### config.mk
export PLATFORM = sky130hd
export DESIGN_NAME = puf_crp_sequencer
export DESIGN_NICKNAME = d
export VERILOG_FILES = /design/src/rtl/puf_crp_sequencer.sv
export SDC_FILE = /design/constraint.sdc
export NUM_CORES = 1
export LEC_CHECK = 0
export ABC_AREA = 1
export CAP_MARGIN = 20
export CORE_AREA = 4 4 182 149
export DETAILED_ROUTE_END_ITERATION = 10
export DIE_AREA = 0 0 186 153
export RECOVER_POWER = 25
export SYNTH_ARGS = -nofsm -noshare
export SYNTH_HDL_FRONTEND = slang
export SYNTH_SLANG_ARGS = --single-unit
### constraint.sdc
create_clock -name clk -period 2.1 [get_ports clk]
set_input_delay 0.315 -clock clk [delete_from_list [all_inputs] [get_ports clk]]
set_output_delay 0.315 -clock clk [all_outputs]
set_load 0.02 [all_outputs]
### src/rtl/puf_crp_sequencer.sv
// Challenge/response sequencer for an arbiter PUF. An LFSR supplies the challenges, one response
// bit is sampled per challenge, and RESP_BITS bits are packed into a word handed off over valid/ready.
module puf_crp_sequencer #(
  parameter int CH_W      = 64,
  parameter int RESP_BITS = 32,
  parameter int SETTLE    = 4
) (
  input  logic                 clk,
  input  logic                 rst,
  input  logic                 seed_load,
  input  logic [CH_W-1:0]      seed,
  input  logic                 start,
  output logic [CH_W-1:0]      challenge,
  input  logic                 response,
  output logic                 busy,
  output logic                 resp_valid,
  output logic [RESP_BITS-1:0] resp_data,
  input  logic                 resp_ready,
  output logic [15:0]          word_count
);

  localparam int IDX_W = (RESP_BITS > 1) ? $clog2(RESP_BITS) : 1;
  localparam int CNT_W = (SETTLE > 1) ? $clog2(SETTLE) : 1;

  localparam logic [1:0] S_IDLE   = 2'd0;
  localparam logic [1:0] S_SETTLE = 2'd1;
  localparam logic [1:0] S_SAMPLE = 2'd2;
  localparam logic [1:0] S_HOLD   = 2'd3;

  localparam logic [IDX_W-1:0] LAST_IDX = IDX_W'(RESP_BITS - 1);
  localparam logic [CNT_W-1:0] LAST_CNT = CNT_W'(SETTLE - 1);

  logic [1:0]           state_reg;
  logic [CH_W-1:0]      lfsr_reg;
  logic [CH_W-1:0]      challenge_reg;
  logic [RESP_BITS-1:0] resp_data_reg;
  logic [IDX_W-1:0]     bit_idx_reg;
  logic [CNT_W-1:0]     settle_cnt_reg;
  logic [15:0]          word_count_reg;
  logic                 busy_reg;
  logic                 resp_valid_reg;

  logic [CH_W-1:0]      lfsr_next;
  logic [CH_W-1:0]      seed_eff;
  logic [RESP_BITS-1:0] capture_en;
  logic [RESP_BITS-1:0] resp_data_next;

  // x^64 + x^63 + x^61 + x^60 + 1, shifting towards the MSB
  assign lfsr_next = {lfsr_reg[CH_W-2:0],
                      lfsr_reg[CH_W-1] ^ lfsr_reg[CH_W-2] ^ lfsr_reg[CH_W-4] ^ lfsr_reg[CH_W-5]};

  // An all-zero LFSR would lock up, so a zero seed maps to 1
  assign seed_eff = (seed == '0) ? CH_W'(1) : seed;

  genvar gi;
  generate
    for (gi = 0; gi < RESP_BITS; gi++) begin : g_capture
      assign capture_en[gi] = (bit_idx_reg == IDX_W'(gi));
    end
  endgenerate

  assign resp_data_next = (resp_data_reg & ~capture_en) | ({RESP_BITS{response}} & capture_en);

  always_ff @(posedge clk) begin
    if (rst) begin
      state_reg      <= S_IDLE;
      lfsr_reg       <= CH_W'(1);
      challenge_reg  <= '0;
      resp_data_reg  <= '0;
      bit_idx_reg    <= '0;
      settle_cnt_reg <= '0;
      word_count_reg <= '0;
      busy_reg       <= 1'b0;
      resp_valid_reg <= 1'b0;
    end else begin
      case (state_reg)
        S_IDLE: begin
          if (seed_load) lfsr_reg <= seed_eff;
          if (start) begin
            challenge_reg  <= seed_load ? seed_eff : lfsr_reg;
            settle_cnt_reg <= '0;
            bit_idx_reg    <= '0;
            state_reg      <= S_SETTLE;
            busy_reg       <= 1'b1;
          end
        end
        S_SETTLE: begin
          settle_cnt_reg <= settle_cnt_reg + CNT_W'(1);
          if (settle_cnt_reg == LAST_CNT) state_reg <= S_SAMPLE;
        end
        S_SAMPLE: begin
          // lfsr advances on every sample so it always names the next unused challenge
          resp_data_reg <= resp_data_next;
          lfsr_reg      <= lfsr_next;
          if (bit_idx_reg == LAST_IDX) begin
            state_reg      <= S_HOLD;
            resp_valid_reg <= 1'b1;
          end else begin
            bit_idx_reg    <= bit_idx_reg + IDX_W'(1);
            challenge_reg  <= lfsr_next;
            settle_cnt_reg <= '0;
            state_reg      <= S_SETTLE;
          end
        end
        S_HOLD: begin
          if (resp_ready) begin
            resp_valid_reg <= 1'b0;
            word_count_reg <= word_count_reg + 16'd1;
            state_reg      <= S_IDLE;
            busy_reg       <= 1'b0;
          end
        end
        default: begin
          state_reg <= S_IDLE;
          busy_reg  <= 1'b0;
        end
      endcase
    end
  end

  assign challenge  = challenge_reg;
  assign busy       = busy_reg;
  assign resp_valid = resp_valid_reg;
  assign resp_data  = resp_data_reg;
  assign word_count = word_count_reg;

endmodule

---- Word-level counts from Yosys, hierarchy flattened ----
Index checks and enable logic that the tools add are counted.
storage, ports and cells
  logic and storage cells ................. 94
  input port bits ......................... 70
  register bits after elaboration ......... 187
cells by class
  equal/unequal tests ..................... 40
  reductions and logical operators ........ 13
  bitwise gates (word level) .............. 7
  multiplexer cells ....................... 22
  add/sub/neg operators ................... 3
operator list
  operator                                                          count
  64-bit 2-to-1 mux                                                 4
  64-bit case mux with 2 select lines                               2
  5-bit == test (second input constant)                             16
  32-bit AND                                                        2
  64-bit logical NOT                                                1
  5-bit by 4-bit == test with 1-bit output (second input constant)  8
  32-bit inverter                                                   1
  32-bit OR                                                         1
  5-bit by 3-bit == test with 1-bit output (second input constant)  4
  16-bit by 1-bit adder with 16-bit output (second input constant)  1
  3-bit AND reduction                                               5
  2-bit 2-to-1 mux                                                  6
  5-bit by 2-bit == test with 1-bit output (second input constant)  2
  5-bit 2-to-1 mux                                                  2
  2-bit != test (second input constant)                             5
  5-bit case mux with 2 select lines                                1
  2-bit case mux with 4 select lines                                1
  2-bit == test (second input constant)                             3
  2-bit case mux with 3 select lines                                1
  2-bit nonzero test                                                3
  5-bit by 1-bit adder with 5-bit output (second input constant)    1
  5-bit by 1-bit == test with 1-bit output (second input constant)  1
  5-bit logical NOT                                                 1
  1-bit case mux with 2 select lines                                2
  7 further kinds                                                   11

---- Depth between registers and ports, before layout ----
  word-level depth ........................ 5
  mapped depth ............................ 14

---- Least setup slack after synthesis ----
OpenSTA, ideal clock, no wires.
  kind .................................... flip-flop to flip-flop
  start point ............................. register bit_idx_reg[0]
  end point ............................... register challenge_reg[10], in the netlist challenge[10]
  arrival time ............................ 1.649 ns
  cell stages (with the launch flop) ...... 14
  path slack .............................. 0.336 ns
  setup time .............................. 0.115 ns
  path buffers ............................ 2
  period minus slack after synthesis ...... 1.764 ns
  cell sequence ........................... dfxtp_1 > ha_1 > inv_1 > nor2_1 > ha_1 > nand2_2 > nand2_1 > inv_2 > nand2_4 > inv_2 > buf_6 > buf_6 > o21ai_1 > nor2_1
on the way
  cells in the longest elaborated chain, start to end .. 3
ends and longest elaborated chain
  item                           RTL line  text
  start: declaration             37        logic [IDX_W-1:0] bit_idx_reg;
  start signal: assignment       99        bit_idx_reg <= bit_idx_reg + IDX_W'(1);
  5-bit == test                  95        if (bit_idx_reg == LAST_IDX) begin
  2-bit != test (no line)        -
  3-bit AND reduction (no line)  -
  end signal: assignment         80        challenge_reg <= seed_load ? seed_eff : lfsr_reg;
  end signal: assignment         100       challenge_reg <= lfsr_next;
  end: declaration               35        logic [CH_W-1:0] challenge_reg;
No other way between the ends.
A chain may end at the register's enable or synchronous reset.

---- Worst setup path in the final report ----
  start point ............................. register bit_idx_reg[0]
  end point ............................... register challenge_reg[57], in the netlist challenge[57]
The elaborated chain is that of the path after synthesis.

==> results.md <==
* Initial antenna violation count at 0
* Worst Skew at between 0.01 and 0.015 ns
* Worst-Skew Late Latency at roughly 0.42 ns
* Peak supply drop at slightly above 500 uV
* Worst-path clk slew at around 0.07 ns
* CTS Hold Buffers Added at 0
* # DRC at 0
* Pint at ~6.9 mW
* Num rows at 52
* Pwr per Cell Area at about 860 mW/mm^2
* FMAX at approximately 0.52 GHz
* Worst-path maximum fanout at 26
* PnR worst setup slack at ~0.18 ns
* Maxcap violations at 0
* Tmin final at between 1.5 and 2 ns
* Switching power at about 3.0 mW
* Ys Warns at 0
* H-tree depth at 4
* Post-synth EDFFs at 0
* Sw Ratio at 0.3033
* Pre-Repair DR Iteration Count at 5
* Share of cells above drive strength 1 at 0.05237
* Max-slew headroom at 0.4140
* Post-CTS sizing at 0
* Placed Area at 0.01085 sq mm
* Sequential share of power at 0.419
* Worst setup EP type: flip-flop
* # clock sinks at between 150 and 200
* Post-Syn Area at around 0.0087 sq mm
* Sequential element share of the synthesized area at 0.4290
* Critical Path AT at between 2 and 2.5 ns
* Worst hold slack at 0.4646 ns
* Slew @ Worst Pin at between 0.8 and 0.9 ns
* Dpl ws at 0.1178 ns
* Setup Fix Bufs, Post-CTS at 0
* All-Layer GR Usage at 0.1752
* CTS root buf: clkbuf_16
* Synth area leaders: dfxtp_1 43%, a21oi_1 11%, o21ai_0 8.0%
* Drt via density at roughly 4.8
* Combinational share of power at 0.240
* Post-synthesis cell count at roughly 1300
* Syn_nets at between 1000 and 1500
* First-pass GRT wire length at about 40 mm
* Vias in the first global route at roughly 8000
* Total Wirelength at about 25 mm
* Crit path max-delay family: simple AND/OR/NAND/NOR gates
* Die H at 153 um
* Final nets at approximately 1500
* Ant. Diodes at 0
* CTS Buf Count at 17
* Layout area overhead at 31.21%
* Hold crit path type: flip-flop to flip-flop
* 1st-iter DRT viols at 486
* CP bufs+invs at 4
* Final ANT Viol Nets at 0
* CTS Buffer Depth at 2
* Top cell type's share of synthesized area at 0.4290
* Clk pwr share at 0.341
* Final setup fails at 0
* I/O Pins at between 150 and 200
* Grt total ovfl at 0
* Max-slew violations at 0
* CP Class: flip-flop to flip-flop
* FFs w/ async S/R, synth at 0
* Top_reg_cell synth: dfxtp_1
* Pin count of the biggest net entering global routing at 78
* Critical-path cell list: ha_2 > inv_1 > nor2_1 > ha_2 > nand2_2 > nand2_1 > inv_2 > nand2_4 > inv_2 > buf_4 > o21ai_0 > nor2_1
* Final Hold Viols at 0
* Starting Density at 0.3475
* Synth Register Bits at about 190
* Synth cell types at 33
* Finished layout cell area at about 0.011 sq mm
* Vias post-DR at 8424
* CORE AREA at about 0.025 sq mm
* Status: complete, no violations
* Type of origin of the critical path: flip-flop
* Avg WL per Cell at 14.46 um
* Port bufs at around 180
* Leading area contributor after synthesis: dfxtp_1
* Hpwl dp at around 17 mm
* Fin crit share at 0.9141
* Die area at between 0.02 and 0.03 sq mm
* Fin util at 0.4560
* WP data required at 2.41 ns
* CP max-delay cell: dfxtp_2
* Leakage at around 4.7 nW
* CTS tree: done
* DIE WIDTH at approximately 190 um
* Crit-path max cell delay at around 0.35 ns
* RePlAce Congestion at approximately 0.8
* Syn Area/Cell at between 6 and 7 sq um
-- worst register-to-register path, cell delays in order, from the launching register on --
cell     delay, ns
dfxtp_2       0.35
ha_2          0.18
inv_1         0.05
nor2_1        0.17
ha_2          0.24
nand2_2       0.08
nand2_1       0.10
inv_2         0.06
nand2_4       0.06
inv_2         0.07
buf_4         0.21
o21ai_0       0.18
nor2_1        0.07
-- per-layer routing --
metal | GRT usage | part of all wire
met5 | 0 | 0
met4 | 0.04856 | 0.016
met3 | 0.03350 | 0.047
met2 | 0.2671 | 0.43
met1 | 0.2532 | 0.50
-- through the flow --
step	std cells	total power, mW	setup TNS, ns
2_1_floorplan	1259	5.629	0
3_3_place_gp	1706	6.543	0
3_5_place_dp	1706	6.566	0
4_1_cts	1737	9.975	0
5_1_grt	1737	10.40	-0.1781
6_report	1737	9.836	0
-- cell families after synthesis --
group | share of synthesized area
compound gates | 0.2631
xor+xnor | 0.005019
fa+ha+maj | 0.01147
buf+inv | 0.1184
flops | 0.4290
simple gates | 0.1730
-- area by class of cell --
cell class | count | area [sq um]
Clock buffer | 22 | 474.2
Clock inverter | 9 | 136.4
Fill cell | 2552 | 13660
Inverter | 176 | 663.1
Multi-Input combinational cell | 813 | 3940
Sequential cell | 187 | 3747
Tap cell | 324 | 405.4
Timing Repair Buffer | 206 | 2085
-- path summary, 6_finish.rpt --
kind / start / endpoint / slack [ns] / depth (start not counted)
setup reg to reg: bit_idx_reg[0] / challenge[57] / 0.18 / 12
setup / recovery: bit_idx_reg[0] / challenge[57] / 0.18 / 12
hold / removal: lfsr_reg[0] / lfsr_reg[0] / 0.46 / 2
hold reg to reg: lfsr_reg[0] / lfsr_reg[0] / 0.46 / 2
-- cells in the mapped netlist, types with 4 or more instances --
cell	instances
inv_1	168
o21ai_0	139
dfxtp_1	187
ha_1	8
buf_2	17
buf_6	4
nand3_1	38
nor3_1	8
o21ai_1	51
buf_1	11
o211ai_1	38
nand2_1	137
inv_2	8
nor2_1	168
a21oi_1	200
clkbuf_1	47
-- placed cells by master, fill, tap and decap left out, drive strengths merged --
master,Yosys,layout
nor3b,1,1
inv,176,176
clkbuf,49,22
and3,1,1
clkinvlp,0,2
o311a,1,1
a211oi,3,3
nand4,4,4
o21ai,190,190
dfxtp,187,187
a2bb2oi,3,3
nand2,139,139
o211ai,38,38
bufinv,0,3
xnor2,2,2
ha,8,8
nand3,39,39
clkdlybuf4s50,0,181
nor2,173,173
buf,34,25
xor2,3,3
nor3,8,8
a21oi,200,200
clkinv,0,4
-- power by group through the flow --
stage / registers (mW) / logic (mW) / clock network (mW)
2_1_floorplan: 4.40 / 1.23 / 0
3_5_place_dp: 4.20 / 2.37 / 0
3_3_place_gp: 4.20 / 2.34 / 0
4_1_cts: 4.12 / 2.38 / 3.47
5_1_grt: 4.16 / 2.64 / 3.60
6_report: 4.12 / 2.36 / 3.35
(Power assumes the default switching activity.)
